### src/rtl/_addsub_serial_pkg.sv
// Shared types for the nibble-serial adder/subtractor.
// State encoding is fixed (IDLE=0, RUN=1, DONE=2) so it stays readable on a logic analyser.
package _addsub_serial_pkg;

  typedef enum logic [1:0] {
    ST_IDLE = 2'd0,
    ST_RUN  = 2'd1,
    ST_DONE = 2'd2
  } state_e;

  localparam int NIB_W = 4;

endpackage

### src/rtl/_74x283.sv
// 4-bit carry-lookahead adder slice, equivalent to a 74x283.
module _74x283 (
  input  logic [3:0] a,
  input  logic [3:0] b,
  input  logic       c0,
  output logic [3:0] s,
  output logic       c4
);

  logic [3:0] g;
  logic [3:0] p;
  logic [4:0] c;

  always_comb begin
    g    = a & b;
    p    = a ^ b;
    c[0] = c0;
    c[1] = g[0] | (p[0] & c0);
    c[2] = g[1] | (p[1] & g[0]) | (p[1] & p[0] & c0);
    c[3] = g[2] | (p[2] & g[1]) | (p[2] & p[1] & g[0]) | (p[2] & p[1] & p[0] & c0);
    c[4] = g[3] | (p[3] & g[2]) | (p[3] & p[2] & g[1]) | (p[3] & p[2] & p[1] & g[0])
         | (p[3] & p[2] & p[1] & p[0] & c0);
    s    = p ^ c[3:0];
    c4   = c[4];
  end

endmodule

### src/rtl/_addsub_serial.sv
// Nibble-serial adder/subtractor: one 74x283 slice plus a carry flop, LSB nibble first.
// Result and flags are registered and only updated on the completing edge.
module _addsub_serial
  import _addsub_serial_pkg::*;
#(
  parameter int WIDTH = 32
) (
  input  logic             clk,
  input  logic             rst_n,
  input  logic             start,
  input  logic             sub,
  input  logic [WIDTH-1:0] a,
  input  logic [WIDTH-1:0] b,
  output logic             busy,
  output logic             done,
  output logic [WIDTH-1:0] s,
  output logic             cout,
  output logic             ovf,
  output logic             zero
);

  localparam int N  = WIDTH / NIB_W;
  localparam int CW = (N > 1) ? $clog2(N) : 1;

  generate
    if ((WIDTH % NIB_W) != 0 || WIDTH < NIB_W) begin : g_width_check
      $error("_addsub_serial: WIDTH must be a multiple of 4 and at least 4");
    end
  endgenerate

  state_e           state_q, state_d;
  logic [WIDTH-1:0] ra_q, ra_d;
  logic [WIDTH-1:0] rb_q, rb_d;
  logic [WIDTH-1:0] racc_q, racc_d;
  logic [WIDTH-1:0] s_q, s_d;
  logic [CW-1:0]    cnt_q, cnt_d;
  logic             carry_q, carry_d;
  logic             cout_q, cout_d;
  logic             ovf_q, ovf_d;
  logic             zero_q, zero_d;

  logic [3:0]       nib_sum;
  logic             nib_co;
  logic [WIDTH-1:0] acc_next;

  _74x283 u_slice (
    .a  (ra_q[3:0]),
    .b  (rb_q[3:0]),
    .c0 (carry_q),
    .s  (nib_sum),
    .c4 (nib_co)
  );

  // The new nibble enters at the top; after N shifts the LSB nibble sits at bit 0.
  assign acc_next = WIDTH'({nib_sum, racc_q} >> NIB_W);

  always_comb begin
    state_d = state_q;
    ra_d    = ra_q;
    rb_d    = rb_q;
    racc_d  = racc_q;
    cnt_d   = cnt_q;
    carry_d = carry_q;
    s_d     = s_q;
    cout_d  = cout_q;
    ovf_d   = ovf_q;
    zero_d  = zero_q;

    case (state_q)
      ST_IDLE, ST_DONE: begin
        if (start) begin
          ra_d    = a;
          rb_d    = b ^ {WIDTH{sub}};
          racc_d  = '0;
          carry_d = sub;
          cnt_d   = '0;
          state_d = ST_RUN;
        end else begin
          state_d = ST_IDLE;
        end
      end
      ST_RUN: begin
        ra_d    = ra_q >> NIB_W;
        rb_d    = rb_q >> NIB_W;
        racc_d  = acc_next;
        carry_d = nib_co;
        cnt_d   = cnt_q + CW'(1);
        if (cnt_q == CW'(N - 1)) begin
          s_d     = acc_next;
          cout_d  = nib_co;
          ovf_d   = (ra_q[3] == rb_q[3]) && (nib_sum[3] != ra_q[3]);
          zero_d  = ~|acc_next;
          state_d = ST_DONE;
        end
      end
      default: state_d = ST_IDLE;
    endcase
  end

  always_ff @(posedge clk or negedge rst_n) begin
    if (!rst_n) begin
      state_q <= ST_IDLE;
      ra_q    <= '0;
      rb_q    <= '0;
      racc_q  <= '0;
      cnt_q   <= '0;
      carry_q <= 1'b0;
      s_q     <= '0;
      cout_q  <= 1'b0;
      ovf_q   <= 1'b0;
      zero_q  <= 1'b0;
    end else begin
      state_q <= state_d;
      ra_q    <= ra_d;
      rb_q    <= rb_d;
      racc_q  <= racc_d;
      cnt_q   <= cnt_d;
      carry_q <= carry_d;
      s_q     <= s_d;
      cout_q  <= cout_d;
      ovf_q   <= ovf_d;
      zero_q  <= zero_d;
    end
  end

  assign busy = (state_q == ST_RUN);
  assign done = (state_q == ST_DONE);
  assign s    = s_q;
  assign cout = cout_q;
  assign ovf  = ovf_q;
  assign zero = zero_q;

endmodule

### config.mk
export PLATFORM = sky130hd
export DESIGN_NAME = _addsub_serial
export DESIGN_NICKNAME = d
export VERILOG_FILES = /design/src/rtl/_addsub_serial_pkg.sv /design/src/rtl/_74x283.sv /design/src/rtl/_addsub_serial.sv
export SDC_FILE = /design/constraint.sdc
export NUM_CORES = 1
export LEC_CHECK = 0
export BUFFER_PORTS_ARGS = -buffer_cell sky130_fd_sc_hd__buf_2
export CORE_MARGIN = 3
export CORE_UTILIZATION = 30
export DETAILED_ROUTE_END_ITERATION = 10
export PLACE_DENSITY = 0.46
export SYNTH_ARGS = -nofsm -noshare
export SYNTH_HDL_FRONTEND = slang
export SYNTH_SLANG_ARGS = --single-unit
### constraint.sdc
create_clock -name clk -period 2.1 [get_ports clk]
set_input_delay 0.42 -clock clk [delete_from_list [all_inputs] [get_ports clk]]
set_output_delay 0.42 -clock clk [all_outputs]
set_load 0.01 [all_outputs]
* Yosys cells after proc, flatten, opt, wreduce, memory -nomap -nowiden *
Cells that the tools add are included.

word-level totals
  register bits = 137
  bits in latches = 0
  memory bits (writable) = 0
  memory bits (read-only) = 0
  memories kept = 0

operators by class
  magnitude comparators = 0
  bitwise operators = 30
  equal/unequal tests = 7
  $mul = 0
  $add $sub $neg = 1
  multiplexer cells = 13
  divide/modulo/power cells = 0
  shift-type cells = 0
  reduce and logical (&&, ||, !) cells = 8

operators with widths
  cell                 count
  $pmux 32 s2          3
  $mux 32              3
  $reduce_or 32->1     1
  $xor 32x32->32       1
  $and 1x1->1          16
  $or 1x1->1           10
  $xor 4x4->4          2
  $pmux 3 s2           1
  $and 4x4->4          1
  $pmux 2 s2           1
  $reduce_and 2->1     2
  $add 3x1->3 const B  1
  $eq 3x3->1 const B   1
  $mux 3               1
  $eq 2x1->1 const B   1
  $eq 2x2->1 const B   1
  $logic_not 2->1      1
  $mux 1               2
  $mux 2               1
  $ne 2x1->1 const B   1
  $ne 2x2->1 const B   1
  $pmux 1 s2           1
  $reduce_bool 2->1    1
  $reduce_or 2->1      1
  4 further kinds      4

* Logic depth before layout (Yosys ltp) *
  depth after elaboration = 8
  mapped depth = 8
  gate-level depth less buffers = 6

* Cells and area by module *
From an unflattened synthesis, not the netlist that was laid out.

second synthesis, totals
  cell total of the unflattened synthesis = 465
  area, all modules = 5703.0 um^2

modules (own cells, without submodules)
  module          instances  cells each  sequential area each (um^2)  area an instance (um^2)
  _addsub_serial  1          448         3328.2                       5555.3
  _74x283         1          17          0.0                          147.6

* Least setup slack after synthesis *
OpenSTA, ideal clock, no wires.

  path type = register to register
  start = register ra_q[0]
  end = register zero_q, in the netlist zero
  library setup time = 92 ps
  cell stages (with the launch flop) = 7
  buffers on the path = 0
  data arrival time = 1709 ps
  path slack = 299 ps
  period minus slack after synthesis = 1801 ps
  cells stage by stage = dfrtp_1 -> inv_1 -> fa_1 -> nor4b_2 -> nand4_1 -> or3_1 -> o31ai_2

on the way
  longest elaborated chain between the ends = 7
  elaborated cells between the ends (all ways) = 17
  classes of those cells = 15 x bitwise; 2 x reduce/logical

RTL lines
  what                                               RTL line                      text
  from (decl)                                        _addsub_serial.sv:32          logic [WIDTH-1:0] ra_q, ra_d;
  from (signal assigned)                             _addsub_serial.sv:114         ra_q <= ra_d;
  $and 4x4->4 / $xor 4x4->4 (equally long branches)  _74x283.sv:15, _74x283.sv:16
  $and 1x1->1 (on tied branches)                     _74x283.sv:19, _74x283.sv:20
  $or 1x1->1 (tied with other cells)                 _74x283.sv:19                 c[2] = g[1] | (p[1] & g[0]) | (p[1] & p[0] & c0);
  $or 1x1->1 (on tied branches)                      _74x283.sv:19, _74x283.sv:20
  $xor 4x4->4 *                                      _74x283.sv:23                 s = p ^ c[3:0];
  $reduce_or 32->1 *                                 _addsub_serial.sv:92          zero_d = ~|acc_next;
  $logic_not 1->1 *                                  _addsub_serial.sv:92
  to (signal assigned)                               _addsub_serial.sv:122         zero_q <= zero_d;
  to (decl)                                          _addsub_serial.sv:40          logic zero_q, zero_d;

Every way passes the cells marked *; elsewhere a longest branch is shown, timed or not.
A chain may end at the register's enable or synchronous reset.

* Worst setup path in the final report *
  start = register state_q[1]
  end = output busy

on the way
  longest elaborated chain between the ends = 1

RTL lines
  what                    RTL line               text
  from (decl)             _addsub_serial.sv:31   state_e state_q, state_d;
  from (signal assigned)  _addsub_serial.sv:113  state_q <= state_d;
  $eq 2x1->1              _addsub_serial.sv:126  assign busy = (state_q == ST_RUN);
  to (decl)               _addsub_serial.sv:14   output logic busy,

Every way passes these cells.

==> impl_metrics.env <==
export IMPL_cts_reportedPaths_clkPinSlew_ns=0.06
export IMPL_max_slew_violations=0
export IMPL_final_cell_count_no_fill=870
export IMPL_seqCellArea_um2=3328
export IMPL_drt_iter0_drc=215
export IMPL_syn_inst=527
export IMPL_cp_max_fo=15
export IMPL_drt_wirelength_per_cell_um=15.98
export IMPL_hold_slack_ns=0.2175
export IMPL_critical_path_slowest_cell="sky130_fd_sc_hd__dfrtp_1"
export IMPL_synth_warnings=0
export IMPL_hold_violations=0
export IMPL_grt_pass1_wl_um=22720
export IMPL_drive_above_1_share_pct=25.27
export IMPL_syn_nets=602
export IMPL_maxUsedRoutingLayer="met4"
export IMPL_drc_errors=0
export IMPL_mapped_area_um2=5674
export IMPL_cp_required_ns=1.68
export IMPL_antenna_found_initial=0
export IMPL_time_the_final_worst_path_needs_with_i_o_delays_and_setup_ns=1.977
export IMPL_fmaxAchievable_ghz=0.5058
export IMPL_routabilityCongestion=0.7633
export IMPL_grt_overflow_total=0
export IMPL_tritoncts="done"
export IMPL_pin_count_of_the_biggest_net_entering_global_routing=53
export IMPL_postRouteAntennaNets=0
export IMPL_worst_slew_pin_slew_ns=0.5133
export IMPL_hpwlAfterDp_um=9621
export IMPL_min_period_over_period_pct=94.14
export IMPL_area_growth_synth_to_final_pct=24.76
export IMPL_synthDistinctLibCells=35
export IMPL_drt_pass1_iterations=6
export IMPL_seq_area_frac_synth_pct=58.65
export IMPL_fp_row_count=49
export IMPL_finalSetupViolCount=0
export IMPL_antennaDiodeCount=0
export IMPL_worst_slew_margin_rel_pct=65.78
export IMPL_r2r_slack_ns=0.15
export IMPL_timing_critical_path_from_type="flop"
export IMPL_r2r_cells=6
export IMPL_postRouteWirelength_um=13900
export IMPL_cts_htree_levels=4
export IMPL_route_layer_met1_wl_um=6648
export IMPL_core_um2=18270
export IMPL_nNetsFinal=703
export IMPL_synth_async_sr_flop_share_pct=100.0
export IMPL_vias=4148
export IMPL_tritoncts_num_sinks=133
export IMPL_cts_root_buffer="sky130_fd_sc_hd__clkbuf_16"
export IMPL_power_per_cell_area_nw_per_um2=1596
export IMPL_layout_core_utilization_pct=38.75
export IMPL_chipHeight_um=143.5
export IMPL_dr_wl_met2_um=6496
export IMPL_clockBufferDepth=2
export IMPL_p_leak_nw=3.470
export IMPL_total_of_flip_flops_plus_latches_after_synthesis=133
export IMPL_multi_input_comb_area_um2=2150
export IMPL_vias_per_cell=4.768
export IMPL_floorplan_io_pins=105
export IMPL_worst_hold_path_num_cells=3
export IMPL_place_inst=837
export IMPL_grt_util_all_layers_pct=14.17
export IMPL_first_global_vias=4333
export IMPL_worst_setup_path_type="flop to output port"
export IMPL_fin_setup_tns_ns=0
export IMPL_cts_buffers=17
export IMPL_worst_endpoint_arrival_ns=1.56
export IMPL_die_w_um=143.5
export IMPL_synth_ff_type="sky130_fd_sc_hd__dfrtp_1"
export IMPL_cap_violations=0
export IMPL_placement_io_buffers=104
export IMPL_run_status="finished clean"
export IMPL_avgSynthCellArea_um2=10.77
export IMPL_critical_path_max_stage_delay_ns=0.38
export IMPL_clock_insertion_delay_worst_skew_ns=0.42
export IMPL_critical_path_sink_type="output port"
export IMPL_max_vdd_ir_drop_uv=799.5
export IMPL_fp_dieArea_um2=20600
export IMPL_dr_wl_met3_um=531
export IMPL_synth_edff_count=0
export IMPL_timing_hold_worst_class="primary input to flop"
export IMPL_initial_utilization_pct=31.06
export IMPL_num_fill_cells=1866
export IMPL_clock_skew_final_ns=0.009891
export IMPL_worstPathCellList="nand2b_1 -> inv_2 -> buf_2"
==> worst max-delay path: cells and delay by family, from the launching register on <==
family,cells,cell delay (ns)
flip-flops,1,0.38
buffers and inverters,2,0.50
AND/OR/NAND/NOR,1,0.25
==> cell type report <==
type,count,area share [%]
clock inverter,15,2.245
tap,229,4.047
timing repair buffer,120,10.06
inverter,5,0.2651
sequential,133,47.01
clock buffer,17,6.009
multi-input combinational,351,30.36
==> layout by cell type (no fill, tap or decap), types with 4 or more instances in the layout <==
master	instances
sky130_fd_sc_hd__xnor2_1	33
sky130_fd_sc_hd__nor2_1	31
sky130_fd_sc_hd__o21ai_0	8
sky130_fd_sc_hd__ha_1	6
sky130_fd_sc_hd__clkinv_4	6
sky130_fd_sc_hd__clkbuf_16	17
sky130_fd_sc_hd__nand2_1	151
sky130_fd_sc_hd__inv_1	4
sky130_fd_sc_hd__a221o_1	29
sky130_fd_sc_hd__buf_4	10
sky130_fd_sc_hd__buf_12	5
sky130_fd_sc_hd__a22oi_1	28
sky130_fd_sc_hd__dfrtp_1	133
sky130_fd_sc_hd__buf_2	103
sky130_fd_sc_hd__o21ai_1	5
sky130_fd_sc_hd__a22o_1	30
==> final timing paths <==
| kind | from | endpoint |
|---|---|---|
| max | state_q[1]$_DFFE_PN0P_ | busy |
| min | a[24] | ra_q[24]$_DFFE_PN0P_ |
| max reg2reg | rb_q[0]$_DFFE_PN0P_ | zero$_DFFE_PN0P_ |
| min reg2reg | s[12]$_DFFE_PN0P_ | s[12]$_DFFE_PN0P_ |
| max in group asynchronous | rst_n | ra_q[23]$_DFFE_PN0P_ |
| min in group asynchronous | rst_n | s[21]$_DFFE_PN0P_ |
==> cell families (layout without fill, tap and decap cells) <==
kind of cell / Yosys count / in the layout / share of synthesized area, %
and+or+nand+nor: 199 / 199 / 14.31
buffers and inverters: 43 / 157 / 3.748
adders and majority gates: 7 / 7 / 1.676
DFF: 133 / 133 / 58.65
xor gates and xnor gates: 36 / 36 / 5.557
AOI/OAI and AO/OA: 107 / 107 / 15.66
muxes: 2 / 2 / 0.3969
==> where the power goes <==
| part | internal, W | total, W | leakage [nW] | switching (W) |
|---|---|---|---|---|
| clock | 0.00175 | 0.00291 | 0.279 | 0.00116 |
| sequential | 0.00370 | 0.00453 | 1.69 | 0.000827 |
| combinational | 0.00173 | 0.00386 | 1.50 | 0.00214 |
==> registers in the layout (all words and copies together) (netlist names) <==
signal / cells
ra_q: 32
rb_q: 32
s: 32
racc_q: 28
cnt_q: 3
state_q: 2
carry_q: 1
cout: 1
ovf: 1
zero: 1
==> stage by stage <==
step	total power, W	area, µm²	setup slack [ns]
2_1_floorplan	0.007109	5674	0.2990
3_3_place_gp	0.008365	6476	0.2175
3_5_place_dp	0.008470	6476	0.1565
4_1_cts	0.01144	7071	0.1083
5_1_grt	0.01215	7079	-0.02146
6_report	0.01130	7079	0.1230
==> metal layers <==
metal | up-vias | track usage (%)
met5 | - | 0
met4 | 0 | 5.451
met3 | 18 | 3.428
met2 | 86 | 21.81
met1 | 2007 | 19.40
li1 | 2037 | -
==> Yosys cell counts (all sizes together), types with 3 or more instances <==
| cell | number | area share (%) |
|---|---|---|
| buf | 29 | 2.8 |
| a22o | 32 | 5.0 |
| nor2 | 32 | 2.2 |
| inv | 5 | 0.33 |
| clkbuf | 9 | 0.60 |
| xnor2 | 33 | 5.1 |
| a221o | 29 | 5.1 |
| dfrtp | 133 | 59 |
| o21ai | 13 | 1.1 |
| a22oi | 28 | 3.7 |
| xor2 | 3 | 0.46 |
| nand2 | 151 | 10 |
| ha | 6 | 1.3 |
| nor4 | 5 | 0.77 |
==> repair_timing <==
action / CTS / global route
endpoints found under the hold margin: 46 / 0
hold buffers: 1 / 0
endpoints found under the setup margin: 0 / 1
buffers inserted: 0 / 0
resized for setup: 0 / 1
(Power assumes the default switching activity.)
